[config.mk]
export PLATFORM = sky130hd
export DESIGN_NAME = pipe_stage_reg
export DESIGN_NICKNAME = d
export VERILOG_FILES = /design/src/rtl/pipe_pkg.sv /design/src/rtl/pipe_slot.sv /design/src/rtl/pipe_stage_reg.sv
export SDC_FILE = /design/constraint.sdc
export NUM_CORES = 1
export LEC_CHECK = 0
export CAP_MARGIN = 30
export CORE_MARGIN = 2
export CORE_UTILIZATION = 40
export CTS_BUF_LIST = sky130_fd_sc_hd__clkbuf_2 sky130_fd_sc_hd__clkbuf_4 sky130_fd_sc_hd__clkbuf_8
export CTS_CLUSTER_DIAMETER = 150
export CTS_CLUSTER_SIZE = 16
export DETAILED_ROUTE_END_ITERATION = 7
export GPL_ROUTABILITY_DRIVEN = 0
export PLACE_DENSITY_LB_ADDON = 0.08
export SETUP_SLACK_MARGIN = 0.5
export SLEW_MARGIN = 20
export SYNTH_ARGS = -nofsm -noshare
export SYNTH_HDL_FRONTEND = slang
export SYNTH_SLANG_ARGS = --single-unit
[constraint.sdc]
create_clock -name clk -period 5.01 [get_ports clk]
set_clock_uncertainty 0.2 [all_clocks]
set_input_delay 0.501 -clock clk [delete_from_list [all_inputs] [get_ports clk]]
set_output_delay 0.501 -clock clk [all_outputs]
set_load 0.005 [all_outputs]
[src/rtl/pipe_pkg.sv]
// Shared encodings for the elastic pipeline stage register: occupancy states,
// the RISC-V NOP used as a bubble, and per-stage field indices.
package pipe_pkg;

  typedef enum logic [1:0] {
    ST_EMPTY = 2'd0,
    ST_ONE   = 2'd1,
    ST_FULL  = 2'd2
  } pipe_state_e;

  localparam logic [31:0] RV_NOP = 32'h0000_0013;  // addi x0,x0,0

  // IF/ID
  localparam int IFID_CTRL    = 0;
  localparam int IFID_PC_ADDR = 1;
  localparam int IFID_PC_NEXT = 2;
  localparam int IFID_INSTR   = 3;

  // ID/EX
  localparam int IDEX_CTRL    = 0;
  localparam int IDEX_PC_ADDR = 1;
  localparam int IDEX_DATA1   = 2;
  localparam int IDEX_DATA2   = 3;
  localparam int IDEX_IMM     = 4;
  localparam int IDEX_INSTR   = 5;

  // EX/MEM
  localparam int EXMEM_CTRL    = 0;
  localparam int EXMEM_PC_ADDR = 1;
  localparam int EXMEM_PC_NEXT = 2;
  localparam int EXMEM_ALU     = 3;
  localparam int EXMEM_DATA2   = 4;
  localparam int EXMEM_INSTR   = 5;

  // MEM/WB
  localparam int MEMWB_CTRL    = 0;
  localparam int MEMWB_ALU     = 1;
  localparam int MEMWB_RDATA   = 2;
  localparam int MEMWB_INSTR   = 3;

endpackage

[src/rtl/pipe_slot.sv]
// One storage slot of the stage register: a data word that loads on demand and
// a valid flop with set/clear (clear wins). Both reset asynchronously to 0.
module pipe_slot #(
  parameter int W = 192
) (
  input  logic         clk,
  input  logic         i_rst_n,
  input  logic         i_load,
  input  logic [W-1:0] i_d,
  input  logic         i_set,
  input  logic         i_clr,
  output logic [W-1:0] o_q,
  output logic         o_valid
);

  always_ff @(posedge clk or negedge i_rst_n) begin
    if (!i_rst_n) begin
      o_q     <= '0;
      o_valid <= 1'b0;
    end else begin
      if (i_load) o_q <= i_d;
      if (i_clr)       o_valid <= 1'b0;
      else if (i_set)  o_valid <= 1'b1;
    end
  end

endmodule

[src/rtl/pipe_stage_reg.sv]
// Elastic two-entry pipeline stage register (main slot + skid slot) with
// registered back-pressure and synchronous flush. Optional bubble output on
// invalid cycles is enabled by defining PIPE_STAGE_BUBBLE_EN.
module pipe_stage_reg
  import pipe_pkg::*;
#(
  parameter int DATA_WIDTH  = 32,
  parameter int NUM_FIELDS  = 6,
  parameter int CTRL_FIELD  = 0,
  parameter int INSTR_FIELD = 5
) (
  input  logic                             clk,
  input  logic                             i_rst_n,
  input  logic [NUM_FIELDS*DATA_WIDTH-1:0] i_data,
  input  logic                             i_valid,
  output logic                             o_ready,
  output logic [NUM_FIELDS*DATA_WIDTH-1:0] o_data,
  output logic                             o_valid,
  input  logic                             i_ready,
  input  logic                             i_flush,
  output logic [1:0]                       o_count
);

  localparam int W = NUM_FIELDS * DATA_WIDTH;

`ifdef PIPE_STAGE_BUBBLE_EN
  localparam bit BUBBLE_EN = 1'b1;
`else
  localparam bit BUBBLE_EN = 1'b0;
`endif

  // NOP in the instruction field, control field forced to zero.
  localparam logic [W-1:0] BUBBLE =
    (W'(RV_NOP[DATA_WIDTH-1:0]) << (INSTR_FIELD * DATA_WIDTH)) &
    ~(W'({DATA_WIDTH{1'b1}}) << (CTRL_FIELD * DATA_WIDTH));

  logic [W-1:0] main_q, skid_q, main_d;
  logic         main_v, skid_v;
  logic         main_ld, main_set, main_clr;
  logic         skid_ld, skid_set, skid_clr;
  logic         acc, xfer;
  pipe_state_e  state;

  assign state = skid_v ? ST_FULL : (main_v ? ST_ONE : ST_EMPTY);
  assign acc   = i_valid && o_ready;
  assign xfer  = main_v && i_ready;

  always_comb begin
    main_ld  = 1'b0;
    main_d   = i_data;
    main_set = 1'b0;
    main_clr = 1'b0;
    skid_ld  = 1'b0;
    skid_set = 1'b0;
    skid_clr = 1'b0;
    if (i_flush) begin
      // Any accept this cycle is dropped; a transfer has already happened.
      main_clr = 1'b1;
      skid_clr = 1'b1;
    end else begin
      unique case (state)
        ST_EMPTY: begin
          if (acc) begin
            main_ld  = 1'b1;
            main_set = 1'b1;
          end
        end
        ST_ONE: begin
          if (acc && xfer) begin
            main_ld  = 1'b1;
            main_set = 1'b1;
          end else if (acc) begin
            skid_ld  = 1'b1;
            skid_set = 1'b1;
          end else if (xfer) begin
            main_clr = 1'b1;
          end
        end
        ST_FULL: begin
          if (xfer) begin
            main_ld  = 1'b1;
            main_d   = skid_q;
            main_set = 1'b1;
            skid_clr = 1'b1;
          end
        end
        default: begin
          main_clr = 1'b1;
          skid_clr = 1'b1;
        end
      endcase
    end
  end

  pipe_slot #(.W(W)) u_main (
    .clk     (clk),
    .i_rst_n (i_rst_n),
    .i_load  (main_ld),
    .i_d     (main_d),
    .i_set   (main_set),
    .i_clr   (main_clr),
    .o_q     (main_q),
    .o_valid (main_v)
  );

  pipe_slot #(.W(W)) u_skid (
    .clk     (clk),
    .i_rst_n (i_rst_n),
    .i_load  (skid_ld),
    .i_d     (i_data),
    .i_set   (skid_set),
    .i_clr   (skid_clr),
    .o_q     (skid_q),
    .o_valid (skid_v)
  );

  assign o_ready = !skid_v;
  assign o_valid = main_v;
  assign o_count = {1'b0, main_v} + {1'b0, skid_v};
  assign o_data  = (BUBBLE_EN && !main_v) ? BUBBLE : main_q;

endmodule

==> metrics.txt <==
# TYPE chip_impl_metric gauge
chip_impl_metric{name="htreeDepth",unit=""} 1
chip_impl_info{name="critPathKind",value="register to register"} 1
chip_impl_metric{name="die_boundary_height",unit="um"} 208
chip_impl_metric{name="globalRouteTotalUtil",unit="%"} 18.0
chip_impl_metric{name="setup_slack",unit="ps"} 1980
chip_impl_metric{name="yosys_register_bits",unit=""} 386
chip_impl_metric{name="antenna_violations_before_repair",unit=""} 9
chip_impl_metric{name="rows",unit=""} 74
chip_impl_metric{name="ys_warn_count",unit=""} 0
chip_impl_metric{name="layout.core_utilization",unit="%"} 52.5
chip_impl_metric{name="layout.cells.non_filler",unit=""} 1955
chip_impl_metric{name="total_leakage_power",unit="nW"} 8.93
chip_impl_metric{name="grt_pass1_wl",unit="mm"} 61.6
chip_impl_metric{name="route.detailed.wl_per_inst",unit="um"} 20.0
chip_impl_metric{name="post-place-ws",unit="ps"} 1840
chip_impl_metric{name="share_of_post_route_cells_with_drive_strength_above_1",unit="%"} 18.3
chip_impl_info{name="hold_class",value="primary input to register"} 1
chip_impl_metric{name="synth.mux.area_fraction",unit="%"} 38.8
chip_impl_info{name="cts_tree",value="done"} 1
chip_impl_metric{name="synth_compound_gate_area_share",unit="%"} 0.345
chip_impl_metric{name="mappedNetlistArea",unit="um2"} 16700
chip_impl_metric{name="firstDrtPassIters",unit=""} 4
chip_impl_metric{name="starting_density_of_the_core",unit="%"} 40.6
chip_impl_metric{name="synth-adder-area-share",unit="%"} 0.300
chip_impl_metric{name="fin_setup_tns",unit="ps"} 0
chip_impl_metric{name="fin_area",unit="um2"} 21500
chip_impl_metric{name="number_of_max_capacitance_violations_reported",unit=""} 0
chip_impl_metric{name="cts_post_setup_buffers_inserted",unit=""} 0
chip_impl_info{name="crit_path_start_kind",value="register"} 1
chip_impl_metric{name="syn_nets",unit=""} 1249
chip_impl_info{name="hp-start",value="i_data[51]"} 1
chip_impl_metric{name="finalCriticalPeriod",unit="ps"} 3030
chip_impl_info{name="setup_repair_after_global_routing_missed_its_margin",value="no"} 1
chip_impl_metric{name="yosysTopAreaCellShare",unit="%"} 57.9
chip_impl_metric{name="detail_route.drc_violations",unit=""} 0
chip_impl_metric{name="synthXorXnorAreaFrac",unit="%"} 0
chip_impl_metric{name="area.growth.synth_to_final",unit="%"} 29.1
chip_impl_metric{name="placed_cells",unit=""} 1919
chip_impl_metric{name="pin_count_of_the_biggest_net_entering_global_routing",unit=""} 109
chip_impl_metric{name="postSynthAreaPerCell",unit="um2"} 15.9
chip_impl_metric{name="avgViaCountPerCell",unit=""} 5.03
chip_impl_info{name="setup.worst_path.end_class",value="register"} 1
chip_impl_metric{name="vdd_drop_max",unit="mV"} 0.236
chip_impl_info{name="clockRootBuffer",value="sky130_fd_sc_hd__clkbuf_8"} 1
chip_impl_metric{name="synth_cells",unit=""} 1048
chip_impl_metric{name="cts-buffers-inserted",unit=""} 28
chip_impl_metric{name="synthesized_area_fraction_occupied_by_and_or_nand_nor_cells",unit="%"} 0.345
chip_impl_metric{name="grt_pass1_vias",unit=""} 10494
chip_impl_metric{name="io_pins",unit=""} 393
chip_impl_metric{name="die_w",unit="um"} 208
chip_impl_metric{name="crit_path_max_fanout",unit=""} 84
chip_impl_info{name="main_combinational_cell_family_by_area_after_synthesis",value="multiplexers"} 1
chip_impl_metric{name="detail_route.iter0.violations",unit=""} 411
chip_impl_info{name="outcome",value="finished clean"} 1
chip_impl_metric{name="report.final.hold_viol_count",unit=""} 0
chip_impl_metric{name="hpwlAfterDp",unit="mm"} 25.5
chip_impl_info{name="ys_top_cells_by_area",value="sky130_fd_sc_hd__dfrtp_1 (58%), sky130_fd_sc_hd__mux2_1 (24%), sky130_fd_sc_hd__mux2_2 (15%)"} 1
chip_impl_metric{name="overflow",unit=""} 0
chip_impl_metric{name="setup_viol",unit=""} 0
chip_impl_info{name="first_element_of_the_critical_path",value="u_skid.o_valid"} 1
chip_impl_metric{name="cts_num_sinks",unit=""} 386
chip_impl_metric{name="slew_headroom",unit="%"} 42.9
chip_impl_metric{name="finalWirelength",unit="mm"} 39.1
chip_impl_metric{name="path_clk_slew",unit="ps"} 110
chip_impl_metric{name="layout_worst_path_cycle_share",unit="%"} 60.5
chip_impl_metric{name="fmax",unit="MHz"} 330
chip_impl_metric{name="synth_seq_area_share",unit="%"} 57.9
chip_impl_metric{name="nNetsFinal",unit=""} 1619
chip_impl_info{name="post-synth-top-area-cell",value="sky130_fd_sc_hd__dfrtp_1"} 1
chip_impl_metric{name="p_per_area",unit="nW/um2"} 424
chip_impl_metric{name="die_area",unit="um2"} 43300
chip_impl_info{name="r2r-start",value="u_skid.o_valid"} 1
chip_impl_metric{name="clkLatencyLatePin",unit="ps"} 630
chip_impl_metric{name="post_synth_num_cell_types",unit=""} 21
chip_impl_metric{name="drtAntennaViolNets",unit=""} 0
chip_impl_metric{name="layout.filler_cells",unit=""} 3464
chip_impl_metric{name="vias",unit=""} 9835
chip_impl_metric{name="postPlaceCellArea",unit="um2"} 21100
chip_impl_metric{name="worstPathRequired",unit="ps"} 5300
chip_impl_metric{name="io_buffers",unit=""} 392
chip_impl_metric{name="max-clock-path-buffers",unit=""} 3
chip_impl_metric{name="fp.coreArea",unit="um2"} 41000
chip_impl_metric{name="max_slew.worst_pin.slew",unit="ps"} 857
chip_impl_metric{name="critPathArrivalTime",unit="ps"} 3320
chip_impl_metric{name="report.final.slew_viol_count",unit=""} 0
==> metal layers <==
layer,part of all wire (%),track usage [%],vias to the layer above
met5,0.14,0,-
met4,2.6,4.59,10
met3,7.3,6.05,59
met2,46,29.1,236
met1,43,23.3,5055
li1,-,-,4475
==> placed cells by master (no fill, tap or decap) <==
cell,n
sky130_fd_sc_hd__nor4_4,1
sky130_fd_sc_hd__a31oi_1,1
sky130_fd_sc_hd__nor3_1,2
sky130_fd_sc_hd__ha_1,4
sky130_fd_sc_hd__inv_12,1
sky130_fd_sc_hd__inv_1,2
sky130_fd_sc_hd__dlygate4sd3_1,1
sky130_fd_sc_hd__nand2_1,2
sky130_fd_sc_hd__nand4b_1,1
sky130_fd_sc_hd__a2111oi_0,1
sky130_fd_sc_hd__dfrtp_1,386
sky130_fd_sc_hd__mux2_2,216
sky130_fd_sc_hd__buf_4,2
sky130_fd_sc_hd__a21oi_1,4
sky130_fd_sc_hd__nand2_4,1
sky130_fd_sc_hd__inv_2,1
sky130_fd_sc_hd__nor2b_1,1
sky130_fd_sc_hd__mux2i_1,1
sky130_fd_sc_hd__o22ai_1,1
sky130_fd_sc_hd__o2bb2ai_1,1
sky130_fd_sc_hd__buf_12,8
sky130_fd_sc_hd__clkdlybuf4s50_1,391
sky130_fd_sc_hd__buf_8,1
sky130_fd_sc_hd__diode_2,5
sky130_fd_sc_hd__clkbuf_8,29
sky130_fd_sc_hd__a211oi_1,1
sky130_fd_sc_hd__mux2_1,358
==> report_power, final <==
part	internal (mW)	total [mW]	switching [mW]
clock	0.526	1.53	1.00
combinational	1.81	2.65	0.841
sequential	4.35	4.95	0.595
==> Yosys cell counts <==
| cell | number |
|---|---|
| sky130_fd_sc_hd__dfrtp_1 | 386 |
| sky130_fd_sc_hd__mux2_1 | 358 |
| sky130_fd_sc_hd__mux2_2 | 216 |
| sky130_fd_sc_hd__buf_2 | 44 |
| sky130_fd_sc_hd__buf_4 | 18 |
| sky130_fd_sc_hd__a21oi_1 | 4 |
| sky130_fd_sc_hd__ha_1 | 4 |
| sky130_fd_sc_hd__nand2_1 | 3 |
| sky130_fd_sc_hd__inv_1 | 2 |
| sky130_fd_sc_hd__nor3_1 | 2 |
| sky130_fd_sc_hd__a2111oi_0 | 1 |
| sky130_fd_sc_hd__a211oi_1 | 1 |
| sky130_fd_sc_hd__a31oi_1 | 1 |
| sky130_fd_sc_hd__clkbuf_1 | 1 |
| sky130_fd_sc_hd__inv_2 | 1 |
| sky130_fd_sc_hd__mux2i_1 | 1 |
| sky130_fd_sc_hd__nand4b_1 | 1 |
| sky130_fd_sc_hd__nor2b_1 | 1 |
| sky130_fd_sc_hd__nor4_4 | 1 |
| sky130_fd_sc_hd__o22ai_1 | 1 |
| sky130_fd_sc_hd__o2bb2ai_1 | 1 |
==> repair_timing <==
action,CTS,global route
gates resized for setup,0,0
setup endpoints to repair,0,0
hold endpoints to repair,104,0
hold buffers,1,0
==> area by class of cell <==
cell class                      instances  area, um2  area share, %
Sequential cell                       386       9660           44.9
Multi-Input combinational cell        596       6650           30.9
Timing Repair Buffer                  403       4110           19.1
Tap cell                              532        666           3.09
Clock buffer                           29        399           1.85
Clock inverter                          1       16.3         0.0756
Antenna cell                            5       12.5         0.0581
Inverter                                3       11.3         0.0523
==> stage by stage <==
stage / power (mW) / hold slack (ps)
floorplan: 6.11 / 5.41
finish: 9.13 / 298
detailed placement: 7.72 / 281
CTS: 9.29 / 242
global route: 9.72 / 261
global placement: 7.59 / 273
==> cell families (layout without fill, tap and decap cells) <==
kind of cell               after synthesis  in the layout
muxes                                  575            575
and+or+nand+nor                          8              8
buffers and inverters                   66            436
other                                    0              5
adders and majority gates                4              4
DFF                                    386            386
AOI/OAI and AO/OA                        9              9
==> sequential cells by signal, indices dropped and copies added, names as in the netlist <==
name / cells
u_main.o_valid: 1
u_main.o_q: 192
u_skid.o_q: 192
u_skid.o_valid: 1
==> path summary, 6_finish.rpt <==
path	slack (ps)	cells after the start	endpoint
max	1980	7	u_main.o_q[83]
min	300	2	u_skid.o_q[51]
max reg2reg	1980	7	u_main.o_q[83]
min reg2reg	300	1	u_main.o_q[85]
max in group asynchronous	3120	3	u_main.o_q[131]
min in group asynchronous	340	2	u_skid.o_q[103]
==> worst max-delay path: stages (launching register included) <==
cell                        delay (ps)
sky130_fd_sc_hd__dfrtp_1           480
sky130_fd_sc_hd__inv_2             180
sky130_fd_sc_hd__ha_1              270
sky130_fd_sc_hd__a21oi_1           100
sky130_fd_sc_hd__o2bb2ai_1         310
sky130_fd_sc_hd__nand2_4           420
sky130_fd_sc_hd__buf_12            380
sky130_fd_sc_hd__mux2_1            400
Power figures use the tool's default switching activity.
